<file path="src/rtl/systolic_pkg.sv">
// Shared types and sizing helpers for the systolic tile sequencer.
package systolic_pkg;

  typedef enum logic [2:0] {
    IDLE,
    CLEAR,
    FEED,
    DRAIN,
    DONE
  } state_e;

  // Skew/drain latency: one read-latency cycle, ROWS+COLS-2 skew cycles, one MAC cycle.
  function automatic int drain_cycles(input int rows, input int cols);
    return rows + cols;
  endfunction

  // Width needed to hold any value 0..max_count.
  function automatic int count_width(input int max_count);
    return $clog2(max_count + 1);
  endfunction

endpackage

</file>
<file path="src/rtl/systolic_tile_sequencer.sv">
// Sequences one tile product: clears the PE accumulators, streams k_len operand
// rows/columns into the input controller, waits out the array drain, then pulses done.
module systolic_tile_sequencer
  import systolic_pkg::*;
#(
  parameter int DATA_WIDTH = 8,
  parameter int ROWS       = 4,
  parameter int COLS       = 4,
  parameter int K_MAX      = 16,
  parameter int ADDR_WIDTH = 8
) (
  input  logic                       clk,
  input  logic                       rst_n,
  input  logic                       start,
  input  logic [$clog2(K_MAX+1)-1:0] k_len,
  input  logic [ADDR_WIDTH-1:0]      a_base,
  input  logic [ADDR_WIDTH-1:0]      b_base,
  output logic                       a_rd_en,
  output logic                       b_rd_en,
  output logic [ADDR_WIDTH-1:0]      a_rd_addr,
  output logic [ADDR_WIDTH-1:0]      b_rd_addr,
  input  logic [DATA_WIDTH*ROWS-1:0] a_rd_data,
  input  logic [DATA_WIDTH*COLS-1:0] b_rd_data,
  output logic                       ctl_enable,
  output logic [DATA_WIDTH*ROWS-1:0] ctl_A,
  output logic [DATA_WIDTH*COLS-1:0] ctl_B,
  output logic                       pe_clear,
  output logic                       busy,
  output logic                       done
);

  localparam int KW           = count_width(K_MAX);
  localparam int DRAIN_CYCLES = drain_cycles(ROWS, COLS);
  localparam int CW           = count_width((K_MAX > DRAIN_CYCLES) ? K_MAX : DRAIN_CYCLES);

  state_e                state_q, state_d;
  logic [KW-1:0]         k_q, k_d;
  logic [CW-1:0]         cnt_q, cnt_d;
  logic [ADDR_WIDTH-1:0] a_addr_q, a_addr_d;
  logic [ADDR_WIDTH-1:0] b_addr_q, b_addr_d;
  logic                  en_q, en_d;

  logic                  feed;
  logic                  feed_last;
  logic                  drain_last;

  assign feed_last  = (cnt_q == (CW'(k_q) - CW'(1)));
  assign drain_last = (cnt_q == CW'(DRAIN_CYCLES - 1));

  always_comb begin
    // NOTE: every signal gets a default before the case so no path leaves it unassigned (no latch).
    state_d  = state_q;
    k_d      = k_q;
    cnt_d    = cnt_q;
    a_addr_d = a_addr_q;
    b_addr_d = b_addr_q;
    feed     = 1'b0;
    pe_clear = 1'b0;
    done     = 1'b0;

    case (state_q)
      IDLE: begin
        if (start) begin
          k_d      = (k_len > KW'(K_MAX)) ? KW'(K_MAX) : k_len;
          a_addr_d = a_base;
          b_addr_d = b_base;
          cnt_d    = '0;
          state_d  = (k_len == '0) ? DONE : CLEAR;
        end
      end
      CLEAR: begin
        pe_clear = 1'b1;
        state_d  = FEED;
      end
      FEED: begin
        feed     = 1'b1;
        a_addr_d = a_addr_q + ADDR_WIDTH'(1);
        b_addr_d = b_addr_q + ADDR_WIDTH'(1);
        if (feed_last) begin
          cnt_d   = '0;
          state_d = DRAIN;
        end else begin
          cnt_d = cnt_q + CW'(1);
        end
      end
      DRAIN: begin
        if (drain_last) begin
          cnt_d   = '0;
          state_d = DONE;
        end else begin
          cnt_d = cnt_q + CW'(1);
        end
      end
      DONE: begin
        done    = 1'b1;
        state_d = IDLE;
      end
      default: state_d = IDLE;
    endcase
  end

  // The buffer returns data one cycle after the read strobe, so the enable is delayed to match.
  assign en_d = feed;

  always_ff @(posedge clk or negedge rst_n) begin
    // NOTE: sequential state uses non-blocking assignments so all flops update together.
    if (!rst_n) begin
      state_q  <= IDLE;
      k_q      <= '0;
      cnt_q    <= '0;
      a_addr_q <= '0;
      b_addr_q <= '0;
      en_q     <= 1'b0;
    end else begin
      state_q  <= state_d;
      k_q      <= k_d;
      cnt_q    <= cnt_d;
      a_addr_q <= a_addr_d;
      b_addr_q <= b_addr_d;
      en_q     <= en_d;
    end
  end

  assign busy       = (state_q != IDLE);
  assign a_rd_en    = feed;
  assign b_rd_en    = feed;
  assign a_rd_addr  = feed ? a_addr_q : '0;
  assign b_rd_addr  = feed ? b_addr_q : '0;
  assign ctl_enable = en_q;
  assign ctl_A      = en_q ? a_rd_data : '0;
  assign ctl_B      = en_q ? b_rd_data : '0;

endmodule

</file>
<file path="config.mk">
export PLATFORM = sky130hd
export DESIGN_NAME = systolic_tile_sequencer
export DESIGN_NICKNAME = d
export VERILOG_FILES = /design/src/rtl/systolic_pkg.sv /design/src/rtl/systolic_tile_sequencer.sv
export SDC_FILE = /design/constraint.sdc
export NUM_CORES = 1
export LEC_CHECK = 0
export ABC_AREA = 1
export BUFFER_PORTS_ARGS = -buffer_cell sky130_fd_sc_hd__buf_2
export CAP_MARGIN = 20
export CORE_UTILIZATION = 42
export CTS_BUF_LIST = sky130_fd_sc_hd__clkbuf_16
export CTS_CLUSTER_SIZE = 25
export DETAILED_ROUTE_END_ITERATION = 8
export PLACE_DENSITY = 0.81
export SLEW_MARGIN = 20
export SYNTH_ARGS = -nofsm -noshare
export SYNTH_HDL_FRONTEND = slang
export SYNTH_SLANG_ARGS = --single-unit
</file>
<file path="constraint.sdc">
create_clock -name clk -period 1.8 [get_ports clk]
set_input_delay 0.18 -clock clk [delete_from_list [all_inputs] [get_ports clk]]
set_output_delay 0.18 -clock clk [all_outputs]
set_load 0.02 [all_outputs]
</file>
==> key figures <==
Floorplan
  • Core Area: 5640 µm²
  • Chip height: 79.3 µm
  • Ports: 174
  • # rows: 27
  • Initial Util: approximately 44%
  • Die area: about 6300 µm²
  • Die Span X: 79.3 µm

Global routing
  • Global Route Usage Sum: 26.1%
  • Largest net degree at the start of global routing: 32
  • Initial antenna violation count: 1
  • Total grt overflow: 0
  • Global-route wire length before repair: around 13000 µm
  • Vias in the first global route: 2777

Worst setup path
  • Crit path depth: 7
  • Kind of cell adding the most delay to the critical path: buffers and inverters
  • Critical path launch point type: register
  • WP buf/inv: 4
  • Critical Path End: a_rd_addr[2]
  • Reg2reg setup slack: 0.17 ns
  • CP max FO: 19
  • CP max stage cell: dfrtp_1
  • Crit path largest cell delay: roughly 0.42 ns
  • CP Cell Sequence: nor2_4, inv_2, nor2_8, inv_2, buf_12, nor2_1, buf_2
  • CP arrival: 1.56 ns
  • Reg-to-reg endpoint: state_q[0]$_DFFE_PN0P_
  • Reg2reg start: cnt_q[0]$_DFFE_PN0P_
  • CP Capture Type: output pin
  • Critical path's most frequent cell: inv_2
  • Required @ worst endpoint: roughly 1.6 ns
  • Critical Path Source: state_q[2]$_DFFE_PN0P_
  • FF-to-FF path depth: 6
  • Setup CP Type: reg -> out

Worst hold path
  • Hold Path Origin: k_len[1]
  • Worst hold path class: in -> reg

Timing
  • Max-slew headroom: approximately 54%
  • Fmax: ~570 MHz
  • Final hold vios: 0
  • Clock skew: between 0.0015 and 0.002 ns
  • Min Tclk post-route: between 1.5 and 2 ns
  • Final setup fails: 0
  • Least-Margin Pin Slew: 0.697 ns
  • Slew Limit Fails: 0
  • Period Utilization, post-route: ~97%

Route
  • DR WL/cell: between 10 and 15 µm
  • Via count: around 3100
  • Routed vias/inst: about 4.7
  • Pre-Repair DR Iteration Count: 4
  • Final WL: around 8300 µm
  • # DRC: 0
  • Final ANT Viol Nets: 0
  • Initial drt markers: around 180

Flow run
  • Max-cap viol count: 0

Logic synthesis
  • Post-Syn Nets: about 510
  • Netlist Area Pre-Place: roughly 2500 µm²
  • Syn_area_per_cell: around 6.0 µm²
  • Sequential area share after synthesis: 29.9%
  • Syn Inst Count: between 400 and 500
  • FF+latch count, synth: 30
  • Yosys warns: 0
  • Yosys cell types: 31

Power
  • Switch share: between 50% and 60%
  • Comb pwr share: 67.7%
  • Internal: about 0.0031 W
  • Lkg Pwr: roughly 2.6 nW
  • PwrDens: between 1500 and 2000 nW/µm²
  • Sw Pwr: ~0.0036 W
  • VDD IR max: approximately 0.0012 V
  • Seq pwr share: between 20% and 30%
  • Clock group share of total power: between 10% and 20%

Clocking
  • CTS H-tree depth: 2
  • Clock root buffer master: clkbuf_16
  • Clock-pin slew on the worst setup and hold paths: about 0.05 ns
  • TritonCTS Buffers: 5
  • TritonCTS clock tree: done
  • Clock buffer depth: 2
  • Total clock sinks: 30
  • Skew-Pair Late Insertion Delay: ~0.28 ns
  • Post-CTS Setup Inserts: 0

Finish
  • Final instance area: 3640 µm²
  • FF+latch area: 752 µm²
  • Share of layout cells above drive strength 1: ~36%
  • Area of the multi-input gates: 1260 µm²
  • Fill count: between 500 and 600
  • Area Overhead vs Synth: 45.1%
  • Final core utilization: 64.6%
  • Fin nets: between 600 and 700

Placed design
  • Final HPWL DP: roughly 6500 µm
  • Area after DPL: 3460 µm²
  • Buffers on Ports: about 170
  • GP Congestion: between 0.8 and 0.9

Outcome
  • Outcome: complete, no violations
logic make-up after synthesis:
family	after synthesis	synth area share, %
flip-flops	30	29.9
AND/OR/NAND/NOR	196	33.6
adder cells (fa/ha/maj)	4	1.99
buffers and inverters	130	20.8
AO/OA/AOI/OAI	53	12.7
XOR/XNOR	3	1.05
placed cells by master (no fill, tap or decap), types with 3 or more instances in the layout:
| cell | n |
|---|---|
| nor2_2 | 6 |
| buf_2 | 171 |
| clkinv_1 | 3 |
| ha_1 | 3 |
| a21oi_1 | 11 |
| buf_4 | 7 |
| xor2_1 | 3 |
| o22ai_1 | 7 |
| o21ai_0 | 19 |
| inv_2 | 5 |
| dfrtp_1 | 29 |
| nor2_8 | 3 |
| a22oi_1 | 3 |
| o21ai_1 | 3 |
| clkbuf_16 | 5 |
| inv_1 | 110 |
| a21oi_2 | 3 |
| nor2_1 | 30 |
| nor3_1 | 4 |
| nand3_1 | 14 |
| nand2_1 | 130 |
| nand4_1 | 3 |
power groups by stage:
stage	combinational (W)	sequential [W]	clock, W
after floorplan	0.00328	0.00125	0
after CTS	0.00447	0.00136	0.000800
after detailed placement	0.00443	0.00136	0
after global placement	0.00434	0.00134	0
after global routing	0.00503	0.00142	0.000825
final	0.00453	0.00137	0.000796
what timing repair did:
action,in CTS,in global routing
gates resized for setup,1,8
setup endpoints to repair,2,11
hold buffers,1,0
endpoints found under the hold margin,30,0
worst min path at each step:
| stage | end | cells after the start |
|---|---|---|
| after floorplan | a_addr_q[0]$_DFFE_PN0P_ | 0 |
| after global placement | b_addr_q[5]$_DFFE_PN0P_ | 1 |
| after detailed placement | b_addr_q[5]$_DFFE_PN0P_ | 1 |
| after CTS | k_q[1]$_DFFE_PN0P_ | 3 |
| after global routing | k_q[1]$_DFFE_PN0P_ | 3 |
| final | k_q[1]$_DFFE_PN0P_ | 3 |
area by class of cell:
| cell class | instances | area share [%] |
|---|---|---|
| clock inverters | 3 | 0.309 |
| clock buffers | 5 | 3.44 |
| flip-flops and latches | 30 | 20.6 |
| inverters | 115 | 11.9 |
| multi-input cells | 256 | 34.6 |
| repair buffers | 182 | 26.6 |
| well taps | 72 | 2.47 |
| diodes | 1 | 0.0687 |
per-stage QoR:
| step | power, W | hold WS (ns) | cells | setup WS, ns | TNS [ns] |
|---|---|---|---|---|---|
| 2_1_floorplan | 0.00453 | -0.116 | 416 | 0.228 | 0 |
| 3_5_place_dp | 0.00578 | 0.276 | 654 | 0.168 | 0 |
| 3_3_place_gp | 0.00568 | 0.267 | 654 | 0.239 | 0 |
| 4_1_cts | 0.00662 | 0.149 | 663 | 0.0265 | 0 |
| 6_report | 0.00670 | 0.147 | 664 | 0.0581 | 0 |
| 5_1_grt | 0.00727 | 0.175 | 663 | -0.00549 | -0.00731 |
synthesized netlist by cell type:
library cell,count,area [µm²]
nand2_1,132,495
inv_1,110,413
dfrtp_1,30,751
nor2_1,30,113
o21ai_0,19,95.1
nand3_1,14,70.1
a21oi_1,11,55.1
nor2_2,7,43.8
o22ai_1,7,43.8
clkbuf_1,6,22.5
inv_2,5,18.8
nor3_1,5,25.0
ha_1,4,50.1
a21oi_2,3,26.3
a22oi_1,3,22.5
buf_2,3,15.0
nand4_1,3,18.8
nor2_8,3,60.1
o21ai_1,3,15.0
xor2_1,3,26.3
buf_1,2,7.51
buf_6,2,22.5
o211ai_1,2,15.0
o21ai_2,2,17.5
a22oi_2,1,12.5
buf_4,1,7.51
buf_8,1,15.0
nand2_2,1,6.26
nand2_4,1,11.3
o21a_1,1,7.51
o31ai_1,1,7.51
metal layers:
metal  vias to the layer above  global-route usage (%)  wire length, µm
li1                       1574                       -                -
met1                      1393                    31.8             3470
met2                       114                    45.7             4030
met3                        12                    6.21              627
met4                         0                    7.09              125
met5                         -                       0                0
flip-flops by register name, summed over array words and instances, names as in the netlist:
register    flops
k_q             5
b_addr_q        8
ctl_enable      1
a_addr_q        8
cnt_q           5
state_q         3
worst min-delay path: stages:
cell and delay, ns:
buf_2 0.09, nand2_1 0.05, o21ai_0 0.07
Note: power is estimated with default switching activity, not from simulation.
